$ cat src/rtl/uart_pkg.sv
// Shared UART definitions: FSM state encoding, data width, STORE port address
// and the baud divisor helper used by the transmit and receive sides.
package uart_pkg;

  localparam int UART_DATA_W = 8;
  localparam logic [7:0] UART_STORE_ADDR = 8'hFE;

  typedef enum logic [2:0] {
    IDLE   = 3'd0,
    START  = 3'd1,
    DATA   = 3'd2,
    PARITY = 3'd3,
    STOP   = 3'd4
  } state_t;

  // Integer divide; the result must be at least 2 for the bit timing to work.
  function automatic int calc_clks_per_bit(input int freq, input int baud);
    return freq / baud;
  endfunction

endpackage

$ cat src/rtl/uart_tx_unit_if.sv
// Control-unit side of the UART transmitter: data bus, load/send strobes and
// status returned to the control unit.
interface uart_tx_unit_if;
  import uart_pkg::*;

  // Handshake: uart_send_data is a one-cycle request that is accepted only
  // when busyFlag is low; busyFlag acts as not-ready and a request made while
  // it is high is dropped and recorded in tx_overrun. uart_tx_in is
  // always accepted and simply overwrites the holding register.
  logic [UART_DATA_W-1:0] data_in;
  logic                   uart_tx_in;
  logic                   uart_send_data;
  logic                   busyFlag;
  logic                   tx_done;
  logic                   tx_overrun;
  logic                   tx;

  modport master (
    output data_in, uart_tx_in, uart_send_data,
    input  busyFlag, tx_done, tx_overrun, tx
  );

  modport slave (
    input  data_in, uart_tx_in, uart_send_data,
    output busyFlag, tx_done, tx_overrun, tx
  );

endinterface

$ cat src/rtl/baud_tick_gen.sv
// Bit-period counter: counts 0..CLKS_PER_BIT-1 and flags the last cycle of a
// bit; held at 0 while restart is high.
module baud_tick_gen #(
  parameter int CLKS_PER_BIT = 4
) (
  input  logic clk,
  input  logic reset_n,
  input  logic i_restart,
  output logic o_bit_end
);

  localparam int CW = $clog2(CLKS_PER_BIT);
  localparam logic [CW-1:0] LAST = CW'(CLKS_PER_BIT - 1);

  logic [CW-1:0] r_cnt;

  always_ff @(posedge clk) begin
    if (!reset_n || i_restart) begin
      r_cnt <= '0;
    end else if (r_cnt == LAST) begin
      r_cnt <= '0;
    end else begin
      r_cnt <= r_cnt + 1'b1;
    end
  end

  assign o_bit_end = (r_cnt == LAST);

endmodule

$ cat src/rtl/uart_tx_unit.sv
// UART transmitter: double-buffered byte, LSB-first 8N1/8N2 framing.
// Define UART_TX_PARITY_EN to insert an even-parity bit after the data bits.
module uart_tx_unit
  import uart_pkg::*;
#(
  parameter int CLK_FREQ_HZ = 50_000_000,
  parameter int BAUD        = 115_200,
  parameter int STOP_BITS   = 1
) (
  input  logic                   clk,
  input  logic                   reset_n,
  uart_tx_unit_if.slave          bus,
  output state_t                 o_dbg_state,
  output logic [UART_DATA_W-1:0] o_dbg_holding
);

  localparam int CLKS_PER_BIT = calc_clks_per_bit(CLK_FREQ_HZ, BAUD);
  localparam logic [2:0] LAST_IDX = 3'(UART_DATA_W - 1);
  localparam logic STOP_LAST = (STOP_BITS == 2);

  state_t                 r_state;
  logic [UART_DATA_W-1:0] r_holding;
  logic [UART_DATA_W-1:0] r_shifter;
  logic [2:0]             r_bit_idx;
  logic                   r_stop_cnt;
  logic                   r_tx;
  logic                   r_busy;
  logic                   r_done;
  logic                   r_overrun;

  state_t                 w_state_nxt;
  logic [UART_DATA_W-1:0] w_shifter_nxt;
  logic [2:0]             w_idx_nxt;
  logic                   w_stop_nxt;
  logic                   w_tx_nxt;
  logic                   w_busy_nxt;
  logic                   w_done_nxt;
  logic                   w_bit_end;
  logic                   w_restart;

  // Holding the counter at 0 in IDLE makes the start bit a full bit period.
  assign w_restart = (r_state == IDLE);

  baud_tick_gen #(
    .CLKS_PER_BIT(CLKS_PER_BIT)
  ) u_baud (
    .clk      (clk),
    .reset_n  (reset_n),
    .i_restart(w_restart),
    .o_bit_end(w_bit_end)
  );

  always_comb begin
    w_state_nxt   = r_state;
    w_shifter_nxt = r_shifter;
    w_idx_nxt     = r_bit_idx;
    w_stop_nxt    = r_stop_cnt;
    w_tx_nxt      = r_tx;
    w_busy_nxt    = r_busy;
    w_done_nxt    = 1'b0;
    case (r_state)
      IDLE: begin
        if (bus.uart_send_data) begin
          w_state_nxt   = START;
          w_shifter_nxt = r_holding;
          w_idx_nxt     = 3'd0;
          w_stop_nxt    = 1'b0;
          w_tx_nxt      = 1'b0;
          w_busy_nxt    = 1'b1;
        end
      end
      START: begin
        if (w_bit_end) begin
          w_state_nxt = DATA;
          w_idx_nxt   = 3'd0;
          w_tx_nxt    = r_shifter[0];
        end
      end
      DATA: begin
        if (w_bit_end) begin
          if (r_bit_idx == LAST_IDX) begin
`ifdef UART_TX_PARITY_EN
            w_state_nxt = PARITY;
            w_tx_nxt    = ^r_shifter;
`else
            w_state_nxt = STOP;
            w_stop_nxt  = 1'b0;
            w_tx_nxt    = 1'b1;
`endif
          end else begin
            w_idx_nxt = r_bit_idx + 3'd1;
            w_tx_nxt  = r_shifter[r_bit_idx + 3'd1];
          end
        end
      end
`ifdef UART_TX_PARITY_EN
      PARITY: begin
        if (w_bit_end) begin
          w_state_nxt = STOP;
          w_stop_nxt  = 1'b0;
          w_tx_nxt    = 1'b1;
        end
      end
`endif
      STOP: begin
        if (w_bit_end) begin
          if (r_stop_cnt == STOP_LAST) begin
            w_state_nxt = IDLE;
            w_busy_nxt  = 1'b0;
            w_done_nxt  = 1'b1;
            w_tx_nxt    = 1'b1;
          end else begin
            w_stop_nxt = 1'b1;
          end
        end
      end
      default: begin
        w_state_nxt = IDLE;
        w_busy_nxt  = 1'b0;
        w_tx_nxt    = 1'b1;
      end
    endcase
  end

  always_ff @(posedge clk) begin
    if (!reset_n) begin
      r_state    <= IDLE;
      r_holding  <= '0;
      r_shifter  <= '0;
      r_bit_idx  <= 3'd0;
      r_stop_cnt <= 1'b0;
      r_tx       <= 1'b1;
      r_busy     <= 1'b0;
      r_done     <= 1'b0;
      r_overrun  <= 1'b0;
    end else begin
      r_state    <= w_state_nxt;
      r_shifter  <= w_shifter_nxt;
      r_bit_idx  <= w_idx_nxt;
      r_stop_cnt <= w_stop_nxt;
      r_tx       <= w_tx_nxt;
      r_busy     <= w_busy_nxt;
      r_done     <= w_done_nxt;
      // The frame already latched its own copy, so the holding register is free.
      if (bus.uart_tx_in) begin
        r_holding <= bus.data_in;
      end
      if (bus.uart_send_data && r_busy) begin
        r_overrun <= 1'b1;
      end
    end
  end

  assign bus.tx         = r_tx;
  assign bus.busyFlag   = r_busy;
  assign bus.tx_done    = r_done;
  assign bus.tx_overrun = r_overrun;
  assign o_dbg_state    = r_state;
  assign o_dbg_holding  = r_holding;

endmodule

$ cat src/flat_wrapper.sv
// flat-port wrapper written by rule: the top's interface ports become plain ports
module uart_tx_unit_flat import uart_pkg::*;
#(
  parameter int CLK_FREQ_HZ = 50_000_000,
  parameter int BAUD        = 115_200,
  parameter int STOP_BITS   = 1
)
  (clk, reset_n, o_dbg_state, o_dbg_holding, bus_data_in, bus_uart_tx_in, bus_uart_send_data, bus_busyFlag, bus_tx_done, bus_tx_overrun, bus_tx);
  uart_tx_unit_if bus_i ();
  input  logic clk;
  input  logic reset_n;
  output state_t o_dbg_state;
  output logic [UART_DATA_W-1:0] o_dbg_holding;
  input wire logic [$bits(bus_i.data_in)-1:0] bus_data_in;
  input wire logic [$bits(bus_i.uart_tx_in)-1:0] bus_uart_tx_in;
  input wire logic [$bits(bus_i.uart_send_data)-1:0] bus_uart_send_data;
  output wire logic [$bits(bus_i.busyFlag)-1:0] bus_busyFlag;
  output wire logic [$bits(bus_i.tx_done)-1:0] bus_tx_done;
  output wire logic [$bits(bus_i.tx_overrun)-1:0] bus_tx_overrun;
  output wire logic [$bits(bus_i.tx)-1:0] bus_tx;
  assign bus_i.data_in = bus_data_in;
  assign bus_i.uart_tx_in = bus_uart_tx_in;
  assign bus_i.uart_send_data = bus_uart_send_data;
  assign bus_busyFlag = bus_i.busyFlag;
  assign bus_tx_done = bus_i.tx_done;
  assign bus_tx_overrun = bus_i.tx_overrun;
  assign bus_tx = bus_i.tx;
  uart_tx_unit #(.CLK_FREQ_HZ(CLK_FREQ_HZ), .BAUD(BAUD), .STOP_BITS(STOP_BITS)) u_core (.clk(clk), .reset_n(reset_n), .bus(bus_i), .o_dbg_state(o_dbg_state), .o_dbg_holding(o_dbg_holding));
endmodule
$ cat config.mk
export PLATFORM = sky130hd
export DESIGN_NAME = uart_tx_unit_flat
export DESIGN_NICKNAME = d
export VERILOG_FILES = /design/src/rtl/uart_pkg.sv /design/src/rtl/uart_tx_unit_if.sv /design/src/rtl/baud_tick_gen.sv /design/src/rtl/uart_tx_unit.sv /design/src/flat_wrapper.sv
export SDC_FILE = /design/constraint.sdc
export NUM_CORES = 1
export LEC_CHECK = 0
export BUFFER_PORTS_ARGS = -buffer_cell sky130_fd_sc_hd__buf_2
export CELL_PAD_IN_SITES_DETAIL_PLACEMENT = 1
export CELL_PAD_IN_SITES_GLOBAL_PLACEMENT = 2
export CORE_MARGIN = 3
export CORE_UTILIZATION = 36
export DETAILED_ROUTE_END_ITERATION = 12
export GPL_ROUTABILITY_DRIVEN = 0
export PLACE_DENSITY = 0.91
export SYNTH_ARGS = -nofsm -noshare
export SYNTH_HDL_FRONTEND = slang
export SYNTH_SLANG_ARGS = --single-unit
$ cat constraint.sdc
create_clock -name clk -period 4.85 [get_ports clk]
set_clock_uncertainty 0.2 [all_clocks]
set_input_delay 0.97 -clock clk [delete_from_list [all_inputs] [get_ports clk]]
set_output_delay 0.97 -clock clk [all_outputs]
set_load 0.01 [all_outputs]
==> impl_summary.txt <==
----------------------------------------------------
[Timing]
  Minimum period implied by the final worst setup slack ... 2.30 ns
  Final hold viol count ... 0
  Fraction of the cycle the final worst path needs ... 0.474
  Slew @ Worst Pin ... 0.704 ns
  Highest Clock Rate ... 0.435 GHz
  Setup-violating endpoint count in the final report ... 0
  Unrepaired setup endpoints after global routing ... no
  Setup TNS Final ... 0 ns
  Final max-slew violation count ... 0
  Worst rel slew slack ... 0.530

[Synth]
  Share of async-settable or async-resettable flops after synthesis ... 0
  Cells after synthesis ... 173
  Count of distinct cell types in the synthesized netlist ... 44
  Most used flip-flop cell after synthesis ... dfxtp_1
  Portion of the post-synthesis area used by sequential elements ... 0.429
  #FFs+latches synth ... 35
  Synthesized net count ... 189
  Syn Std Cell Area ... 0.00163 sq mm
  Yosys top cell area share ... 0.429
  EDFF count, synth ... 0
  Number of warnings reported in the yosys synthesis log ... 0
  Most instantiated library cell after synthesis ... dfxtp_1
  Ranking of synthesized cells by area ... dfxtp_1 43%, mux2i_1 6.7%, a21oi_1 4.6%
  Post-synth top area cell ... dfxtp_1
  Most numerous cell types in the synthesized netlist ... 35 x dfxtp_1, 18 x nand2_1, 16 x nor2_1, 15 x a21oi_1, 11 x mux2i_1
  Average cell area after synthesis ... 9.44 sq um

[Placed design]
  Cell area after placement ... 0.00178 sq mm
  Half-perimeter wire length of the detailed placement result ... 2.76 mm
  Number of I/O port buffers ... 26

[Worst setup path]
  Sort of element at the end of the critical path ... output port
  Largest stage delay on the critical path ... 0.62 ns
  Worst endpoint required time ... 3.68 ns
  Chain of cells forming the critical path ... buf_2
  Top delay family on crit path ... flip-flops
  Start-to-end type of the worst setup path ... flip-flop to output port
  Worst-path fanout max ... 15
  Master of the slowest instance on the critical path ... dfxtp_1
  Startpoint class of the critical path ... flip-flop
  Data arrival time of the critical path ... 1.13 ns
  Bufs and invs on worst path ... 1

[Final layout]
  Final standard cell area without fillers ... 0.00188 sq mm
  Post-synthesis to final-layout area growth ... 15.1%
  Net count reported at finish ... 214
  Fill count ... 491
  Ant. Diodes ... 0
  Fraction of layout cells with a size suffix above 1 ... 0.271

[Route]
  ANT nets after route ... 0
  Detailed-route via count ... 1,314
  Violation count after the first detailed-route iteration ... 97
  Highest metal layer with signal wires ... met4
  First-pass DRT Iterations ... 4
  Total detailed-routing wirelength ... 3.74 mm
  Post-route DRC violation count ... 0
  Vias per cell ... 5.28
  Met2 routed wirelength ... 1.76 mm
  Wire length per cell after detailed routing ... 15.0 microns
  DRT met1 WL ... 1.74 mm
  Routed length on met3 ... 179 microns

[Global routing]
  Vias in the first global route ... 1,395
  Wire length of the first global-routing pass ... 6.60 mm
  Total global routing overflow ... 0
  Number of antenna violations at the first check in global routing ... 0
  Largest net degree at the start of global routing ... 24
  Tot GR Track Use ... 0.159

[CTS]
  Insertion delay to the later sink of the worst-skew pair ... 0.29 ns
  TritonCTS Buffers ... 5
  Hold Buf Count CTS ... 0
  Clock edge transition at the registers on the reported setup and hold paths ... 0.08 ns
  CTS H-tree lvls ... 2
  Number of instances resized during post-cts repair ... 0
  Number of post-CTS setup repair buffers ... 0
  CTS max path bufs ... 2
  Clock tree from TritonCTS ... done
  Library cell used as clock root buffer ... clkbuf_8
  Number of clock sinks ... 35

[Floorplanning]
  Number of cell rows ... 23
  Ports ... 27
  Core region area ... 0.00417 sq mm
  Area of the die ... 0.00538 sq mm
  Width of the die ... 73.3 microns
  Height of the die ... 73.3 microns
  Starting density of the core ... 0.391

[Power and ir drop]
  Peak supply drop ... 0.167 mV
  Power density over the cells ... 318 mW/mm^2
  P_leak ... 0.769 nW

[Job]
  Max Cap Viol ... 0

[Status]
  Outcome ... complete, no violations

[Worst hold path]
  Class of the tightest hold or removal check ... flip-flop to flip-flop

----------------------------------------------------
[state kept, by name, summed over array words and instances (netlist names)]
register / flops
u_core.bus.tx_overrun: 1
u_core.bus.tx: 1
u_core.o_dbg_state: 3
u_core.u_baud.r_cnt: 9
u_core.r_shifter: 8
u_core.bus.tx_done: 1
u_core.r_bit_idx: 3
u_core.bus.busyFlag: 1
u_core.o_dbg_holding: 8
[cell type report]
class	count	area, sq um	share of cell area
clock buffer	7	96.3	0.0513
clock inverter	1	7.51	0.00399
inverter	4	15.0	0.00799
multi-input combinational	126	867	0.461
sequential	35	701	0.373
tap	50	62.6	0.0333
timing repair buffer	26	130	0.0692
[path summary, 6_finish.rpt]
check / slack [ns] / depth (start not counted) / from / endpoint
worst max-delay path: 2.55 / 1 / u_core.o_dbg_state[2]$_SDFFE_PN0P_ / o_dbg_state[2]
worst min-delay path: 0.26 / 2 / u_core.r_shifter[1]$_SDFFE_PN0P_ / u_core.r_shifter[1]$_SDFFE_PN0P_
worst max register to register: 2.81 / 6 / u_core.r_bit_idx[0]$_SDFFE_PN0P_ / u_core.bus.tx$_SDFFE_PN1P_
worst min register to register: 0.26 / 2 / u_core.r_shifter[1]$_SDFFE_PN0P_ / u_core.r_shifter[1]$_SDFFE_PN0P_
[metrics by stage]
step           power [mW]  std cells  hold WS, ns  setup WS, ns  utilization
6_report            0.597        249        0.258          2.55        0.450
5_1_grt             0.627        249        0.281          2.45        0.450
4_1_cts             0.605        249        0.260          2.53        0.450
3_5_place_dp        0.367        241        0.250          2.22        0.425
3_3_place_gp        0.364        241        0.246          2.31        0.425
2_1_floorplan       0.348        173        0.233          2.93            -
[cell usage in the layout, fill, tap and decap left out, types with 4 or more instances in the layout]
master / synthesis / final
a21oi_1: 15 / 15
clkbuf_8: 0 / 7
o21ai_0: 5 / 5
nor2_1: 16 / 16
ha_1: 4 / 4
nor2_2: 8 / 8
buf_2: 1 / 26
nand2_1: 18 / 18
dfxtp_1: 35 / 35
mux2i_1: 11 / 11
inv_1: 4 / 4
xnor2_1: 5 / 5
[layer usage]
layer | global-route usage | vias up
met3 | 0.0479 | 7
met4 | 0.0624 | 0
met2 | 0.250 | 30
met5 | 0 | -
li1 | - | 655
met1 | 0.203 | 622
[kinds of logic after synthesis]
| family | Yosys count | share of synthesized area |
|---|---|---|
| and+or+nand+nor | 67 | 0.241 |
| AOI/OAI and AO/OA | 35 | 0.136 |
| DFF | 35 | 0.429 |
| buffers and inverters | 12 | 0.0398 |
| muxes | 12 | 0.0812 |
| xor gates and xnor gates | 8 | 0.0429 |
| adders and majority gates | 4 | 0.0307 |
[power by group]
group / switching, mW / internal [mW] / leakage [nW] / total, mW
Clock: 0.108 / 0.129 / 0.0505 / 0.238
Combinational: 0.0310 / 0.0222 / 0.434 / 0.0532
Sequential: 0.00926 / 0.297 / 0.285 / 0.307
Total: 0.149 / 0.449 / 0.769 / 0.597
Note: power is estimated with default switching activity, not from simulation.
